--- config.mk ---
export PLATFORM = sky130hd
export DESIGN_NAME = fp_mul_seq_flat
export DESIGN_NICKNAME = d
export VERILOG_FILES = /design/src/rtl/fp_mul_seq_if.sv /design/src/rtl/fp_mul_seq.sv /design/src/flat_wrapper.sv
export SDC_FILE = /design/constraint.sdc
export NUM_CORES = 1
export LEC_CHECK = 0
export ABC_AREA = 1
export BUFFER_PORTS_ARGS = -buffer_cell sky130_fd_sc_hd__buf_2
export CAP_MARGIN = 20
export CORE_MARGIN = 1.5
export CORE_UTILIZATION = 50
export CTS_CLUSTER_SIZE = 30
export DETAILED_ROUTE_END_ITERATION = 8
export PLACE_DENSITY = 0.79
export SYNTH_ARGS = -nofsm -noshare
export SYNTH_HDL_FRONTEND = slang
export SYNTH_SLANG_ARGS = --single-unit
--- constraint.sdc ---
create_clock -name clk -period 3.6 [get_ports clk]
set_input_delay 0.72 -clock clk [delete_from_list [all_inputs] [get_ports clk]]
set_output_delay 0.72 -clock clk [all_outputs]
set_load 0.01 [all_outputs]
--- src/rtl/fp_mul_seq_if.sv ---
// Operand and result bundle between the operand decoder, fp_mul_seq and the FPU result register.
// The master side drives start, mode and unpacked operands; the slave side returns the packed result and flags.
interface fp_mul_seq_if;
   logic        start;
   logic        mode_fp;
   logic        sign_a, sign_b;
   logic [7:0]  exp_a, exp_b;
   logic [22:0] mant_a, mant_b;
   logic        is_nan_a, is_nan_b;
   logic        is_inf_a, is_inf_b;
   logic        is_zero_a, is_zero_b;
   logic        is_denorm_a, is_denorm_b;
   logic [31:0] result;
   logic        valid;
   logic        busy;
   logic        flag_invalid, flag_overflow, flag_underflow, flag_inexact;

   modport master (
      output start, mode_fp, sign_a, sign_b, exp_a, exp_b, mant_a, mant_b,
             is_nan_a, is_nan_b, is_inf_a, is_inf_b, is_zero_a, is_zero_b,
             is_denorm_a, is_denorm_b,
      input  result, valid, busy,
             flag_invalid, flag_overflow, flag_underflow, flag_inexact
   );

   modport slave (
      input  start, mode_fp, sign_a, sign_b, exp_a, exp_b, mant_a, mant_b,
             is_nan_a, is_nan_b, is_inf_a, is_inf_b, is_zero_a, is_zero_b,
             is_denorm_a, is_denorm_b,
      output result, valid, busy,
             flag_invalid, flag_overflow, flag_underflow, flag_inexact
   );
endinterface

--- src/rtl/fp_mul_seq.sv ---
// Sequential half/single multiplier: shift-add mantissa product, RNE rounding, denormals flushed.
// Latency 27 cycles (special operands 1); no backpressure, start is dropped while busy.
module fp_mul_seq #(
   parameter int MUL_ITERS = 24,
   parameter int SP_BIAS   = 127,
   parameter int HP_BIAS   = 15
) (
   input  logic        clk,
   input  logic        rst_n,
   fp_mul_seq_if.slave bus
);

   typedef enum logic [2:0] {IDLE, MUL, NORM, ROUND, DONE} state_t;

   localparam logic [4:0]        LAST_ITER = 5'(MUL_ITERS - 1);
   localparam logic signed [9:0] SP_BIAS_S = 10'(SP_BIAS);
   localparam logic signed [9:0] HP_SHIFT  = 10'(SP_BIAS - HP_BIAS);

   function automatic logic [31:0] inf_word(input logic mode, input logic s);
      return mode ? {s, 31'h7F80_0000} : {16'h0000, s, 15'h7C00};
   endfunction

   function automatic logic [31:0] zero_word(input logic mode, input logic s);
      return mode ? {s, 31'h0000_0000} : {16'h0000, s, 15'h0000};
   endfunction

   function automatic logic [31:0] qnan_word(input logic mode);
      return mode ? 32'h7FC0_0000 : 32'h0000_7E00;
   endfunction

   state_t            state, state_nxt;
   logic [4:0]        iter;
   logic              mode_r, sign_r;
   logic [23:0]       mcand;
   logic [47:0]       prod;
   logic signed [9:0] exp_r;
   logic [31:0]       result_r;
   logic [3:0]        flags_r;
   logic              valid_c, busy_c;

   logic              in_sign, special, spec_inv;
   logic [31:0]       spec_res;
   logic signed [9:0] exp_sum;

   assign in_sign = bus.sign_a ^ bus.sign_b;
   assign exp_sum = $signed({2'b00, bus.exp_a}) + $signed({2'b00, bus.exp_b}) - SP_BIAS_S;

   // Special operands bypass the datapath and are resolved at accept time
   always_comb begin
      special  = 1'b1;
      spec_inv = 1'b0;
      spec_res = 32'h0;
      if (bus.is_nan_a || bus.is_nan_b) begin
         spec_res = qnan_word(bus.mode_fp);
      end else if ((bus.is_inf_a && (bus.is_zero_b || bus.is_denorm_b)) ||
                   (bus.is_inf_b && (bus.is_zero_a || bus.is_denorm_a))) begin
         spec_res = qnan_word(bus.mode_fp);
         spec_inv = 1'b1;
      end else if (bus.is_inf_a || bus.is_inf_b) begin
         spec_res = inf_word(bus.mode_fp, in_sign);
      end else if (bus.is_zero_a || bus.is_zero_b || bus.is_denorm_a || bus.is_denorm_b) begin
         spec_res = zero_word(bus.mode_fp, in_sign);
      end else begin
         special = 1'b0;
      end
   end

   // prod holds {partial product, remaining multiplier bits}; each step consumes prod[0]
   logic [24:0] mul_sum;
   assign mul_sum = {1'b0, prod[47:24]} + (prod[0] ? {1'b0, mcand} : 25'h0);

   logic signed [9:0] exp_norm;
   assign exp_norm = exp_r + (prod[47] ? 10'sd1 : 10'sd0) - (mode_r ? 10'sd0 : HP_SHIFT);

   logic [22:0]       frac_in, frac_out;
   logic              guard, sticky, rnd_up, carry;
   logic [23:0]       frac_sum;
   logic signed [9:0] exp_rnd;
   logic              ovf, unf;
   logic [31:0]       rnd_res;
   logic [3:0]        rnd_flags;

   // After NORM the leading one sits at prod[47]
   always_comb begin
      frac_in   = prod[46:24];
      guard     = prod[23];
      sticky    = |prod[22:0];
      rnd_res   = 32'h0;
      rnd_flags = 4'h0;
      if (!mode_r) begin
         frac_in = {13'h0, prod[46:37]};
         guard   = prod[36];
         sticky  = |prod[35:0];
      end
      rnd_up   = guard & (sticky | frac_in[0]);
      frac_sum = {1'b0, frac_in} + {23'h0, rnd_up};
      carry    = mode_r ? frac_sum[23] : frac_sum[10];
      frac_out = carry ? 23'h0 : frac_sum[22:0];
      exp_rnd  = exp_r + (carry ? 10'sd1 : 10'sd0);
      ovf      = exp_rnd >= (mode_r ? 10'sd255 : 10'sd31);
      unf      = exp_rnd <= 10'sd0;
      if (ovf) begin
         rnd_res   = inf_word(mode_r, sign_r);
         rnd_flags = 4'b0101;
      end else if (unf) begin
         rnd_res   = zero_word(mode_r, sign_r);
         rnd_flags = 4'b0011;
      end else begin
         rnd_res   = mode_r ? {sign_r, exp_rnd[7:0], frac_out}
                            : {16'h0000, sign_r, exp_rnd[4:0], frac_out[9:0]};
         rnd_flags = {3'b000, guard | sticky};
      end
   end

   always_comb begin
      state_nxt = state;
      valid_c   = (state == DONE);
      busy_c    = (state != IDLE);
      case (state)
         IDLE:    if (bus.start) state_nxt = special ? DONE : MUL;
         MUL:     if (iter == LAST_ITER) state_nxt = NORM;
         NORM:    state_nxt = ROUND;
         ROUND:   state_nxt = DONE;
         DONE:    state_nxt = IDLE;
         default: state_nxt = IDLE;
      endcase
   end

   always_ff @(posedge clk or negedge rst_n) begin
      if (!rst_n) state <= IDLE;
      else        state <= state_nxt;
   end

   always_ff @(posedge clk or negedge rst_n) begin
      if (!rst_n) begin
         iter     <= 5'h0;
         mode_r   <= 1'b0;
         sign_r   <= 1'b0;
         mcand    <= 24'h0;
         prod     <= 48'h0;
         exp_r    <= 10'sd0;
         result_r <= 32'h0;
         flags_r  <= 4'h0;
      end else begin
         case (state)
            IDLE: if (bus.start) begin
               mode_r  <= bus.mode_fp;
               sign_r  <= in_sign;
               mcand   <= {1'b1, bus.mant_a};
               prod    <= {24'h0, 1'b1, bus.mant_b};
               exp_r   <= exp_sum;
               iter    <= 5'h0;
               flags_r <= {spec_inv, 3'b000};
               if (special) result_r <= spec_res;
            end
            MUL: begin
               prod <= {mul_sum, prod[23:1]};
               iter <= iter + 5'h1;
            end
            NORM: begin
               if (!prod[47]) prod <= {prod[46:0], 1'b0};
               exp_r <= exp_norm;
            end
            ROUND: begin
               result_r <= rnd_res;
               flags_r  <= rnd_flags;
            end
            default: ;
         endcase
      end
   end

   assign bus.result         = result_r;
   assign bus.valid          = valid_c;
   assign bus.busy           = busy_c;
   assign bus.flag_invalid   = flags_r[3];
   assign bus.flag_overflow  = flags_r[2];
   assign bus.flag_underflow = flags_r[1];
   assign bus.flag_inexact   = flags_r[0];

endmodule

--- src/flat_wrapper.sv ---
// flat-port wrapper written by rule: the top's interface ports become plain ports
module fp_mul_seq_flat 
#(
   parameter int MUL_ITERS = 24,
   parameter int SP_BIAS   = 127,
   parameter int HP_BIAS   = 15
)
  (clk, rst_n, bus_start, bus_mode_fp, bus_sign_a, bus_sign_b, bus_exp_a, bus_exp_b, bus_mant_a, bus_mant_b, bus_is_nan_a, bus_is_nan_b, bus_is_inf_a, bus_is_inf_b, bus_is_zero_a, bus_is_zero_b, bus_is_denorm_a, bus_is_denorm_b, bus_result, bus_valid, bus_busy, bus_flag_invalid, bus_flag_overflow, bus_flag_underflow, bus_flag_inexact);
  fp_mul_seq_if bus_i ();
  input  logic clk;
  input  logic rst_n;
  input wire logic [$bits(bus_i.start)-1:0] bus_start;
  input wire logic [$bits(bus_i.mode_fp)-1:0] bus_mode_fp;
  input wire logic [$bits(bus_i.sign_a)-1:0] bus_sign_a;
  input wire logic [$bits(bus_i.sign_b)-1:0] bus_sign_b;
  input wire logic [$bits(bus_i.exp_a)-1:0] bus_exp_a;
  input wire logic [$bits(bus_i.exp_b)-1:0] bus_exp_b;
  input wire logic [$bits(bus_i.mant_a)-1:0] bus_mant_a;
  input wire logic [$bits(bus_i.mant_b)-1:0] bus_mant_b;
  input wire logic [$bits(bus_i.is_nan_a)-1:0] bus_is_nan_a;
  input wire logic [$bits(bus_i.is_nan_b)-1:0] bus_is_nan_b;
  input wire logic [$bits(bus_i.is_inf_a)-1:0] bus_is_inf_a;
  input wire logic [$bits(bus_i.is_inf_b)-1:0] bus_is_inf_b;
  input wire logic [$bits(bus_i.is_zero_a)-1:0] bus_is_zero_a;
  input wire logic [$bits(bus_i.is_zero_b)-1:0] bus_is_zero_b;
  input wire logic [$bits(bus_i.is_denorm_a)-1:0] bus_is_denorm_a;
  input wire logic [$bits(bus_i.is_denorm_b)-1:0] bus_is_denorm_b;
  output wire logic [$bits(bus_i.result)-1:0] bus_result;
  output wire logic [$bits(bus_i.valid)-1:0] bus_valid;
  output wire logic [$bits(bus_i.busy)-1:0] bus_busy;
  output wire logic [$bits(bus_i.flag_invalid)-1:0] bus_flag_invalid;
  output wire logic [$bits(bus_i.flag_overflow)-1:0] bus_flag_overflow;
  output wire logic [$bits(bus_i.flag_underflow)-1:0] bus_flag_underflow;
  output wire logic [$bits(bus_i.flag_inexact)-1:0] bus_flag_inexact;
  assign bus_i.start = bus_start;
  assign bus_i.mode_fp = bus_mode_fp;
  assign bus_i.sign_a = bus_sign_a;
  assign bus_i.sign_b = bus_sign_b;
  assign bus_i.exp_a = bus_exp_a;
  assign bus_i.exp_b = bus_exp_b;
  assign bus_i.mant_a = bus_mant_a;
  assign bus_i.mant_b = bus_mant_b;
  assign bus_i.is_nan_a = bus_is_nan_a;
  assign bus_i.is_nan_b = bus_is_nan_b;
  assign bus_i.is_inf_a = bus_is_inf_a;
  assign bus_i.is_inf_b = bus_is_inf_b;
  assign bus_i.is_zero_a = bus_is_zero_a;
  assign bus_i.is_zero_b = bus_is_zero_b;
  assign bus_i.is_denorm_a = bus_is_denorm_a;
  assign bus_i.is_denorm_b = bus_is_denorm_b;
  assign bus_result = bus_i.result;
  assign bus_valid = bus_i.valid;
  assign bus_busy = bus_i.busy;
  assign bus_flag_invalid = bus_i.flag_invalid;
  assign bus_flag_overflow = bus_i.flag_overflow;
  assign bus_flag_underflow = bus_i.flag_underflow;
  assign bus_flag_inexact = bus_i.flag_inexact;
  fp_mul_seq #(.MUL_ITERS(MUL_ITERS), .SP_BIAS(SP_BIAS), .HP_BIAS(HP_BIAS)) u_core (.clk(clk), .rst_n(rst_n), .bus(bus_i));
endmodule
Word-level counts from Yosys, hierarchy flattened
Cells that the tools add are included.

Bits in registers: 128. Bits of input ports: 76. Output and inout bits: 38. Logic and storage cells: 105.

$add $sub $neg: 8. Magnitude comparators: 2. Equality and inequality tests: 9. Muxes and demuxes: 46. Bitwise operators: 4. Reductions and logical operators: 26.

Operators with widths (count): 2-to-1 mux 32 bit (13); case mux 48 bit (3 select lines) (1); 2-to-1 mux 48 bit (2); case mux 32 bit (2 select lines) (1); 2-to-1 mux 23 bit (2); OR reduction 36 bit (1); 2-to-1 mux 31 bit (1); adder 24 x 25 -> 25 bit (1); adder 23 x 1 -> 24 bit (1); 2-to-1 mux 24 bit (1); OR reduction 23 bit (1); adder 10 bit (2); case mux 10 bit (2 select lines) (1); case mux 3 bit (4 select lines) (1); AND reduction 2 bit (6); 2-to-1 mux 1 bit (11); greater-or-equal comparator 10 bit (1); <= comparator 10 x 1 -> 1 bit, second input constant (1); 2-to-1 mux 10 bit (1); case mux 5 bit (2 select lines) (1); subtractor 10 bit (1); subtractor 10 x 8 -> 10 bit, second input constant (1); adder 8 x 8 -> 9 bit (1); 2-to-1 mux 3 bit (3); 22 further kinds (39).

Depth between registers and ports, before layout
Word-level depth: 12. Depth in mapped cells: 36. Depth with buffers taken out: 34.

Worst setup path after synthesis
Ideal clock, no wire load.

Path type: register to register. Start point: register u_core.mode_r. End point: register u_core.result_r[23] (netlist: u_core.bus.result[23]). Setup time: 0.120 ns. Arrival time: 3.762 ns. Required time: 3.480 ns. Slack: -0.281 ns. Stages on the path, launching flop included: 32. Path buffers: 2. Cell sequence: dfrtp_1 -> buf_6 -> inv_4 -> buf_8 -> nand2_1 -> nand2_2 -> nor2_4 -> ha_1 -> nand3_2 -> nor2_4 -> inv_1 -> nor2_1 -> inv_1 -> o31ai_1 -> ha_1 -> ha_1 -> nand2_1 -> nor2_1 -> nand2_1 -> nand2_1 -> inv_1 -> ha_1 -> nand2_1 -> nand2_1 -> nand2_1 -> nand2_1 -> nand2_2 -> inv_2 -> nand2_1 -> nand2_1 -> o21ai_0 -> inv_1.

Cells in the longest elaborated chain, start to end: 11. Elaborated cells on any way between the ends: 17. Classes of those cells: 2 x add/sub; 2 x order compare; 11 x mux; 2 x bitwise.

Ends and longest elaborated chain: from (decl) (line fp_mul_seq.sv:33) `logic mode_r, sign_r;`; from (signal assigned) (line fp_mul_seq.sv:147) `mode_r <= bus.mode_fp;`; 2-to-1 mux 1 bit / 2-to-1 mux 23 bit (equally long branches) (line fp_mul_seq.sv:90) `if (!mode_r) begin`; bitwise OR 1 bit (line fp_mul_seq.sv:95) `rnd_up = guard & (sticky | frac_in[0]);`; AND 1 bit (line fp_mul_seq.sv:95); adder 23 x 1 -> 24 bit (line fp_mul_seq.sv:96) `frac_sum = {1'b0, frac_in} + {23'h0, rnd_up};`; 2-to-1 mux 1 bit (line fp_mul_seq.sv:97) `carry = mode_r ? frac_sum[23] : frac_sum[10];`; 2-to-1 mux 1 bit (line fp_mul_seq.sv:99) `exp_rnd = exp_r + (carry ? 10'sd1 : 10'sd0);`; adder 10 bit (line fp_mul_seq.sv:99); <= comparator 10 x 1 -> 1 bit / 2-to-1 mux 32 bit (equally long branches) (line fp_mul_seq.sv:101, fp_mul_seq.sv:109); 2-to-1 mux 32 bit (line fp_mul_seq.sv:105) `end else if (unf) begin`; 2-to-1 mux 32 bit (*) (line fp_mul_seq.sv:102) `if (ovf) begin`; case mux 32 bit (2 select lines) (*) (line fp_mul_seq.sv:145) `case (state)`; to (signal assigned) (line fp_mul_seq.sv:154) `if (special) result_r <= spec_res;`; to (signal assigned) (line fp_mul_seq.sv:165) `result_r <= rnd_res;`; to (decl) (line fp_mul_seq.sv:37) `logic [31:0] result_r;`.

Mark *: on every way between the ends. The rest lies on a longest branch, timed or not. A chain may end at the register's enable or synchronous reset.

Final worst setup path
Start point: register u_core.mode_r. End point: register u_core.result_r[29] (netlist: u_core.bus.result[29]).

Same word-level chain as after synthesis.

==> results.json <==
{
  "hpwlAfterDp_um": 21200,
  "start_util": 0.516,
  "dr.pass1.iters": 6,
  "status": "finished, violations left",
  "synth_top_family_by_area": "simple AND/OR/NAND/NOR gates",
  "synth_compound_area_frac": 0.162,
  "start_kind": "register",
  "report.final.hold_viol_count": 0,
  "layout_setup_ws_ns": -0.179,
  "core-area_um2": 18900,
  "place_inst": 1814,
  "grt_setup_unrepaired": "true",
  "cp_slowest_cell": "dfrtp_2",
  "cp_max_fo": 5,
  "async_reset_ff_frac": 1.00,
  "synth_xor_area_frac": 0.0251,
  "grt_pass1_wl_um": 45700,
  "postSynthAreaPerCell_um2": 7.05,
  "synth-edff-count": 0,
  "min_period_over_period": 1.05,
  "fp-row-count": 50,
  "dieArea_um2": 20400,
  "place_area_um2": 11200,
  "r2r_cells": 33,
  "slowest_delay_ns": 0.43,
  "clock_latency_ns": 0.43,
  "synthAdderAreaFrac": 0.0811,
  "grt_usage": 0.283,
  "worstSetupPathType": "reg -> reg",
  "r2r_end": "u_core.bus.result[29]",
  "routedWlPerCell_um": 15.6,
  "nets": 1723,
  "cts_root_buffer": "clkbuf_16",
  "cp-end-kind": "register",
  "drc_errors": 0,
  "synth_nets": 1521,
  "period_needed_ns": 3.78,
  "grt-ovfl-total": 0,
  "tns_ns": -4.20,
  "drv_cap": 0,
  "htree_num_levels": 4,
  "synth_mux_area_frac": 0,
  "cts_buffer_depth": 2,
  "cts.clk_slew.worst_paths_ns": 0.06,
  "p_leak_nw": 6.26,
  "final_core_util": 0.648,
  "syn_inst": 1383,
  "num_antenna_cells": 0,
  "syn2layout_area_growth_pct": 25.4,
  "worst_pin_slew_ns": 0.834,
  "finalWirelength_um": 28900,
  "drive_gt1_frac": 0.248,
  "clock_sinks": 128,
  "cts_tree": "built",
  "arrival_ns": 4.09,
  "fp.dieH_um": 143,
  "cts-buffers-inserted": 17,
  "die_w_um": 143,
  "hold_class": "in -> async",
  "fmax_mhz": 265,
  "viasPerCell": 5.50,
  "ant_nets": 0,
  "synth_top_flop_cell": "dfrtp_1",
  "antenna_found_initial": 0,
  "num_vias": 10219,
  "ir_drop_mv": 0.442,
  "crit_family": "simple AND/OR/NAND/NOR gates",
  "slew_headroom": 0.443,
  "grt_max_degree": 55,
  "syn_area_um2": 9760,
  "ys_ff_latch": 128,
  "violations": "setup timing",
  "stdcell_count": 1858,
  "grt_pass1_vias": 9563,
  "synth_cell_types": 60,
  "regToRegSetupSlack_ns": -0.18,
  "path_buf_inv": 8,
  "final_area_um2": 12200,
  "ys_seq_area_frac": 0.328,
  "drt_iter0_markers": 917,
  "setup_violations": 34,
  "slew_violations": 0,
  "ys.warnings.count": 0,
  "globalplace.congestion": 0.986,
  "num_io_pins": 114,
  "p_per_area_nw_per_um2": 663,
  "portBuffers": 113,
  "synthSimpleGateAreaFrac": 0.316,
  "required_ns": 3.91,
  "r2r-start": "u_core.mode_r",
  "hold_buffers": 0,
  "skew_ns": 0.0102
}
## cells in the final DEF (no fill, tap or decap), drive strengths merged, types with 20 or more instances in the layout
cell type / n
a21oi: 73
buf: 221
clkbuf: 21
dfrtp: 128
ha: 60
inv: 176
nand2: 439
nand3: 81
nand4: 24
nor2: 103
o21ai: 104
xor2: 20
## final cells by class
type / instances / area, um2
fillers: 1654 / 6660
multi-input cells: 1042 / 6020
flip-flops and latches: 128 / 3200
repair buffers: 221 / 1430
inverters: 175 / 669
clock buffers: 21 / 480
well taps: 260 / 325
clock inverters: 11 / 106
## flip-flops by register name (all words and copies together) (netlist names)
| signal | flops |
|---|---|
| u_core.bus.result | 32 |
| u_core.prod | 48 |
| u_core.flags_r | 4 |
| u_core.mcand | 24 |
| u_core.mode_r | 1 |
| u_core.sign_r | 1 |
| u_core.state | 3 |
| u_core.iter | 5 |
| u_core.exp_r | 10 |
## synthesized netlist by cell type, types with 3 or more instances
cell type	n	area, um2
o21ai_0	77	385
o211ai_1	14	105
inv_1	157	589
a21oi_1	72	360
or2_1	3	18.8
nor3_2	5	50.1
dfrtp_1	128	3200
a31oi_1	8	50.1
a22oi_1	6	45.0
nand2_1	418	1570
buf_2	6	30.0
buf_6	4	45.0
or2_2	11	68.8
o21bai_1	5	37.5
ha_1	60	751
inv_2	17	63.8
clkbuf_1	24	90.1
nor2_2	9	56.3
nand4_1	22	138
o221ai_1	19	166
nor2_4	6	67.6
nor2_1	87	327
nand2_4	3	33.8
nor3_1	13	65.1
o31ai_1	4	30.0
nor4_1	7	43.8
xor2_1	20	175
a21boi_1	3	22.5
nand3_1	79	395
o21ai_1	12	60.1
nand2_2	17	106
xnor2_1	8	70.1
o21ai_2	15	131
o22ai_1	9	56.3
## power breakdown
part / switching (W) / leakage [nW] / internal (W) / total, W
clock: 0.000685 / 0.282 / 0.00103 / 0.00171
combinational: 0.00260 / 4.35 / 0.00157 / 0.00416
sequential: 0.000360 / 1.62 / 0.00188 / 0.00224
total: 0.00364 / 6.26 / 0.00448 / 0.00812
## repair_timing
action | 4_1_cts | 5_1_grt
buffers inserted | 6 | 6
endpoints found under the setup margin | 34 | 34
pin swaps | 30 | 33
gates resized for setup | 38 | 38
## how the worst max path moves through the flow
stage / start / end / slack, ns / depth (start not counted)
2_1_floorplan: u_core.mode_r / u_core.bus.result[0] / -0.09 / 32
3_3_place_gp: u_core.mode_r / u_core.bus.result[30] / -0.18 / 34
4_1_cts: u_core.mode_r / u_core.bus.result[6] / -0.11 / 33
3_5_place_dp: u_core.mode_r / u_core.bus.result[29] / -0.35 / 33
6_report: u_core.mode_r / u_core.bus.result[29] / -0.18 / 33
5_1_grt: u_core.mode_r / u_core.bus.result[26] / -0.40 / 29
## through the flow
stage | setup slack (ns) | hold slack [ns] | total power (W)
after global placement | -0.178 | 0.460 | 0.00584
after global routing | -0.399 | 0.325 | 0.00873
after CTS | -0.115 | 0.313 | 0.00787
after detailed placement | -0.345 | 0.467 | 0.00597
after floorplan | -0.0943 | 0.424 | 0.00488
final | -0.179 | 0.287 | 0.00812
## per-layer routing
layer | vias up | GRT usage | wire length, um | share of wire
li1 | 4966 | - | - | -
met1 | 4698 | 0.367 | 12400 | 0.43
met2 | 457 | 0.469 | 13600 | 0.47
met3 | 98 | 0.0483 | 1910 | 0.066
met4 | 0 | 0.117 | 1090 | 0.038
met5 | - | 0 | 0 | 0
## worst reg2reg max path, delay by kind of cell (launching register included)
family,cells,cell delay [ns]
DFF,1,0.43
and+or+nand+nor,20,1.52
adders and majority gates,3,0.58
buffers and inverters,8,0.74
AOI/OAI and AO/OA,2,0.37
## cell families (layout without fill, tap and decap cells)
family / count (synthesis) / after routing
xor gates and xnor gates: 28 / 28
adders and majority gates: 62 / 62
AOI/OAI and AO/OA: 258 / 258
DFF: 128 / 128
buffers and inverters: 213 / 428
and+or+nand+nor: 694 / 694
No activity file was read; power rests on OpenSTA's default activity.
